[config.mk]
export PLATFORM = sky130hd
export DESIGN_NAME = conv_layer_scheduler
export DESIGN_NICKNAME = d
export VERILOG_FILES = /design/src/rtl/conv_layer_scheduler.sv
export SDC_FILE = /design/constraint.sdc
export NUM_CORES = 2
export LEC_CHECK = 0
export ABC_AREA = 1
export CORE_AREA = 2 2 676 678
export DETAILED_ROUTE_END_ITERATION = 6
export DIE_AREA = 0 0 678 680
export PLACE_DENSITY = 0.3
export SYNTH_ARGS = -nofsm -noshare
export SYNTH_HDL_FRONTEND = slang
export SYNTH_SLANG_ARGS = --single-unit
export TNS_END_PERCENT = 1
[constraint.sdc]
create_clock -name clk -period 3.4 [get_ports clk]
set_input_delay 0.68 -clock clk [delete_from_list [all_inputs] [get_ports clk]]
set_output_delay 0.68 -clock clk [all_outputs]
set_load 0.01 [all_outputs]
[src/rtl/conv_layer_scheduler.sv]
// Sequences one binary conv layer: per output channel, fetch the kernel, run the shared
// 3x3 core, and write the resulting 1-bit feature map to the fmap buffer at address = channel.
module conv_layer_scheduler #(
    parameter int unsigned IC           = 8,
    parameter int unsigned OC           = 16,
    parameter int unsigned IMG_IN_SIZE  = 30,
    parameter int unsigned IMG_OUT_SIZE = IMG_IN_SIZE - 2,
    parameter int unsigned TIMEOUT      = IMG_OUT_SIZE**2 * IC * 10 + 16,
    localparam int unsigned AW          = (OC > 1) ? $clog2(OC) : 1,
    localparam int unsigned WW          = IC * 9,
    localparam int unsigned MW          = IMG_OUT_SIZE**2
) (
    input  logic          clk,
    input  logic          rst_n,
    input  logic          start,
    input  logic          abort,
    output logic          busy,
    output logic          done,
    output logic          error,
    output logic          wt_rd_en,
    output logic [AW-1:0] wt_addr,
    input  logic [WW-1:0] wt_data,
    output logic          core_en,
    output logic [WW-1:0] core_weights,
    input  logic          core_out_valid,
    input  logic [MW-1:0] core_img_out,
    output logic          fmap_we,
    output logic [AW-1:0] fmap_addr,
    output logic [MW-1:0] fmap_data
);

    localparam int unsigned TW = $clog2(TIMEOUT + 1);
    localparam logic [AW-1:0] LastOc      = AW'(OC - 1);
    localparam logic [TW-1:0] TimeoutLast = TW'(TIMEOUT - 1);

    typedef enum logic [2:0] {
        StIdle,
        StFetch,
        StLatch,
        StRun,
        StWrite,
        StDone
    } state_e;

    state_e        state;
    logic [AW-1:0] oc;
    logic [TW-1:0] timer;
    logic          fmap_we_q;
    logic          done_q;

    assign busy = (state != StIdle);

    // An abort arriving during WRITE/DONE must cancel the strobe already on the wire.
    assign fmap_we = fmap_we_q & ~abort;
    assign done    = done_q & ~abort;

    always_ff @(posedge clk or negedge rst_n) begin
        if (!rst_n) begin
            state        <= StIdle;
            oc           <= '0;
            timer        <= '0;
            done_q       <= 1'b0;
            error        <= 1'b0;
            wt_rd_en     <= 1'b0;
            wt_addr      <= '0;
            core_en      <= 1'b0;
            core_weights <= '0;
            fmap_we_q    <= 1'b0;
            fmap_addr    <= '0;
            fmap_data    <= '0;
        end else begin
            wt_rd_en  <= 1'b0;
            fmap_we_q <= 1'b0;
            done_q    <= 1'b0;
            if (abort) begin
                state   <= StIdle;
                core_en <= 1'b0;
            end else begin
                case (state)
                    StIdle: begin
                        if (start) begin
                            error    <= 1'b0;
                            oc       <= '0;
                            wt_addr  <= '0;
                            wt_rd_en <= 1'b1;
                            state    <= StFetch;
                        end
                    end
                    StFetch: state <= StLatch;
                    StLatch: begin
                        core_weights <= wt_data;
                        timer        <= '0;
                        core_en      <= 1'b1;
                        state        <= StRun;
                    end
                    StRun: begin
                        // A result landing on the final allowed cycle still counts.
                        if (core_out_valid) begin
                            fmap_data <= core_img_out;
                            fmap_addr <= oc;
                            fmap_we_q <= 1'b1;
                            core_en   <= 1'b0;
                            state     <= StWrite;
                        end else if (timer == TimeoutLast) begin
                            error   <= 1'b1;
                            core_en <= 1'b0;
                            state   <= StIdle;
                        end else begin
                            timer <= timer + 1'b1;
                        end
                    end
                    StWrite: begin
                        if (oc == LastOc) begin
                            done_q <= 1'b1;
                            state  <= StDone;
                        end else begin
                            oc       <= oc + 1'b1;
                            wt_addr  <= oc + 1'b1;
                            wt_rd_en <= 1'b1;
                            state    <= StFetch;
                        end
                    end
                    StDone:  state <= StIdle;
                    default: state <= StIdle;
                endcase
            end
        end
    end

endmodule

==> impl_summary.md <==
Logic synthesis
The count of different cell masters after synthesis is 21. Synthesis produced a netlist whose cell count is around 3700. Synthesis produced a netlist with a net count of approximately 4600. The area share of the largest cell type after synthesis is 0.6523. Yosys attributes the largest share of cell area to sky130_fd_sc_hd__dfrtp_1 (65%), sky130_fd_sc_hd__nand2_1 (27%), sky130_fd_sc_hd__mux2_2 (2.4%).

The share of the Yosys chip area taken by registers is 0.6523. The number of synthesized register bits is roughly 890. The synthesized cell area is approximately 34000 um^2. During synthesis, Yosys emitted a total of 0 warnings. sky130_fd_sc_hd__dfrtp_1 takes more of the synthesized area than any other cell. Each instance of the synthesized netlist takes up on average 9.155 um^2.

Finish
In the final layout, the share of cells above drive strength 1 is 0.07815. The library cell used most frequently in the layout, excluding fill and tap cells, is sky130_fd_sc_hd__nand2_1. Once layout is complete, the cells apart from fillers number roughly 12000. The total non-filler cell area in the finished layout is approximately 64000 um^2.

Leaving out fill and tap cells, the most frequent cells in the layout are sky130_fd_sc_hd__nand2_1 (2444), sky130_fd_sc_hd__clkdlybuf4s50_1 (1729), sky130_fd_sc_hd__dfrtp_1 (888), sky130_fd_sc_hd__clkbuf_16 (144), sky130_fd_sc_hd__buf_4 (97). The relative area change from synthesis to final layout is 88.34%. At the end of the flow the core is filled with cells to 0.1412.

At the end of the flow, the number of nets in the layout was between 6000 and 7000.

Placed design
The post-DP HPWL is around 350000 um. The instance area at placement is a little under 60000 um^2. At the placement stage, the worst setup path has a slack of between 0.3 and 0.4 ns.

The final estimated routing congestion in global placement is 0.9033. The number of I/O port buffers is 1730. In this run, placement finished with an instance count of roughly 11000.

Clock network
The worst-skew pair later-pin latency is approximately 0.84 ns. The TritonCTS buffer count is roughly 140. The post-CTS setup-driven buffer insertion count is 0. The root buffer cell is sky130_fd_sc_hd__clkbuf_16.

Clock tree synthesis found a total of between 800 and 900 sinks. The H-tree level count is 4. The clock transition at the registers of the reported paths is about 0.06 ns.

Post-CTS repair changed the size of 0 cells. The TritonCTS clock tree is done. No sink is reached through more buffers than the 4 on the longest clock path. The hold-fix buffer count after cts is 1.

Floorplanning
The floorplan step set the die height to ~700 um. The horizontal die dimension is approximately 680 um. The starting density of the core is 0.07499.

The area of the core is around 450000 um^2. The floorplan has about 250 rows. The die covers about 460000 um^2. For this design the top-level I/O count stands at roughly 1700.

Global route
The global-route total usage across every layer is 0.1658. After global routing the overflow that remains totals 0. The largest net degree at the start of global routing is 90. The number of global-route vias before repair came to ~36000. The initial antenna violation count came to 260. The first global-routing pass estimated 480400 um of wire.

Pwr
In this run the power density over the cells is 886.4 nW/um^2. The standby leakage power is about 28 nW. IR analysis of the VDD net gives a maximum drop of 0.0003010 V. Power comes to approximately 57 mW.

Setup path
Walking the worst path, the cells encountered are clkdlybuf4s50_1 > buf_4 > nor2_1 > clkdlybuf4s50_1. The worst setup path is captured at an output pin. The class of the most critical setup path is in -> out. Among all stages on the critical path, the largest delay is contributed by sky130_fd_sc_hd__clkdlybuf4s50_1. For the worst setup path, the data required time is 2.72 ns. The startpoint type of the worst setup path is an input port. The top fanout value on the critical path is 8. On the critical path the largest part of the delay comes from buffers and inverters. The stage delay of the slowest cell on the critical path is 0.66 ns. The data arrival time at the worst-slack endpoint is between 2 and 2.5 ns. The cell type with the highest occurrence count on the critical path is sky130_fd_sc_hd__clkdlybuf4s50_1.

The total buffers and inverters traversed by the critical path is 3.

Routing
Wires add up to roughly 400000 um. The first routing iteration left between 2000 and 2500 violations. After detailed routing, the average wire length per cell comes to roughly 34 um.

The count of nets left with antenna violations once routing finished came out at 0. The number of vias after detailed routing is ~34000. The first detailed-routing pass ran for 7 iterations. The number of design rule violations left after detail routing is 1. After detailed routing, the number of vias per cell comes to a little under 3.

STA
Setup repair after global routing left no endpoint under its margin. The number of pins exceeding their max-slew limit in the final report is 0. The number of endpoints with negative hold slack in the final report is 0.

The total negative slack for setup checks is 0 ns. For this run, the top clock speed supported by timing is about 320 MHz. At the pin with the least slew margin, the transition time is 0.9206 ns. Setup violations remaining at the end of the flow were counted as 0. Measured against its own limit, the worst slew margin works out to 0.3863. Hold timing on the final database bottoms out at a slack of approximately 0.34 ns. In the finished design, the share of the clock period the worst path needs comes to 0.9214.

Between clock sinks in the finished design, the worst skew comes to around 0.051 ns. The final critical path time including I/O delays and setup is around 3.1 ns. Setup slack closes at around 0.27 ns.

Job
Across the run, the number of max-cap violations was 0.

Outcome
The run finished, with violations left. The checks that failed: DRC.

Hold path
The class of the worst hold path is in -> reg.
synth_stat cells:
cell	number
sky130_fd_sc_hd__a21oi_1	2
sky130_fd_sc_hd__buf_2	87
sky130_fd_sc_hd__buf_4	58
sky130_fd_sc_hd__buf_6	26
sky130_fd_sc_hd__buf_8	1
sky130_fd_sc_hd__clkbuf_1	14
sky130_fd_sc_hd__dfrtp_1	888
sky130_fd_sc_hd__ha_1	2
sky130_fd_sc_hd__inv_1	29
sky130_fd_sc_hd__inv_2	1
sky130_fd_sc_hd__mux2_2	72
sky130_fd_sc_hd__nand2_1	2444
sky130_fd_sc_hd__nand3_1	30
sky130_fd_sc_hd__nand4_1	5
sky130_fd_sc_hd__nor2_1	38
sky130_fd_sc_hd__nor2_2	2
sky130_fd_sc_hd__nor2_4	1
sky130_fd_sc_hd__nor3_1	2
sky130_fd_sc_hd__o21ai_0	12
sky130_fd_sc_hd__xnor2_1	4
sky130_fd_sc_hd__xor2_1	3
worst paths after layout:
kind | start | to | slack, ns | cells past startpoint
setup reg to reg | state[1]$_DFFE_PN0P_ | fmap_data[597]$_DFFE_PN0P_ | 1.06 | 9
min in group asynchronous | rst_n | core_weights[37]$_DFFE_PN0P_ | 0.52 | 2
max in group asynchronous | rst_n | fmap_data[217]$_DFFE_PN0P_ | 1.77 | 4
hold reg to reg | fmap_data[311]$_DFFE_PN0P_ | fmap_data[311]$_DFFE_PN0P_ | 0.47 | 2
setup / recovery | abort | fmap_we | 0.27 | 4
hold / removal | core_img_out[97] | fmap_data[97]$_DFFE_PN0P_ | 0.34 | 3
worst reg2reg max path: stages, from the launching register on:
cell and delay, ns:
sky130_fd_sc_hd__dfrtp_1 0.40, sky130_fd_sc_hd__nand2_1 0.13, sky130_fd_sc_hd__nor2_4 0.16, sky130_fd_sc_hd__nand2_1 0.12
sky130_fd_sc_hd__nor2_4 0.30, sky130_fd_sc_hd__buf_12 0.18, sky130_fd_sc_hd__buf_12 0.22, sky130_fd_sc_hd__buf_12 0.41
sky130_fd_sc_hd__nand2_1 0.22, sky130_fd_sc_hd__nand2_1 0.13
registers in the layout, indices dropped and copies added (netlist names):
signal / cells
core_en: 1
core_weights: 72
done_q: 1
error: 1
fmap_addr: 4
fmap_data: 784
fmap_we_q: 1
oc: 4
state: 3
timer: 16
wt_rd_en: 1
final cells by class:
class                   count  area [um^2]
diodes                     25        62.56
clock buffers             192         4014
clock inverters            57        780.7
fillers                 51620       390100
inverters                  30        120.1
multi-input cells        2617        10510
flip-flops and latches    888        22220
well taps                6000         7507
repair buffers           1872        18940
kinds of logic (layout without fill, tap and decap cells):
group           Yosys count  in the layout  share of synthesized area
compound gates           14             14                   0.002057
xor+xnor                  7              7                   0.001800
fa+ha+maj                 2              2                  0.0007345
buf+inv                 216           2151                    0.03945
flops                   888            888                     0.6523
mux                      72             72                    0.02380
other cells               0             25                          0
simple gates           2522           2522                     0.2798
power breakdown:
part / total (mW) / switching [mW] / leakage (nW) / internal [mW]
sequential: 17.6 / 2.98 / 11.4 / 14.6
clock: 15.7 / 6.27 / 2.34 / 9.44
combinational: 23.6 / 14.3 / 14.7 / 9.24
total: 56.9 / 23.6 / 28.5 / 33.3
layer usage:
layer / part of all wire / GRT usage
met5: 0.00083 / 0
met2: 0.46 / 0.2707
met4: 0.021 / 0.02654
met1: 0.39 / 0.1895
met3: 0.13 / 0.09581
No activity file was read; power rests on OpenSTA's default activity.
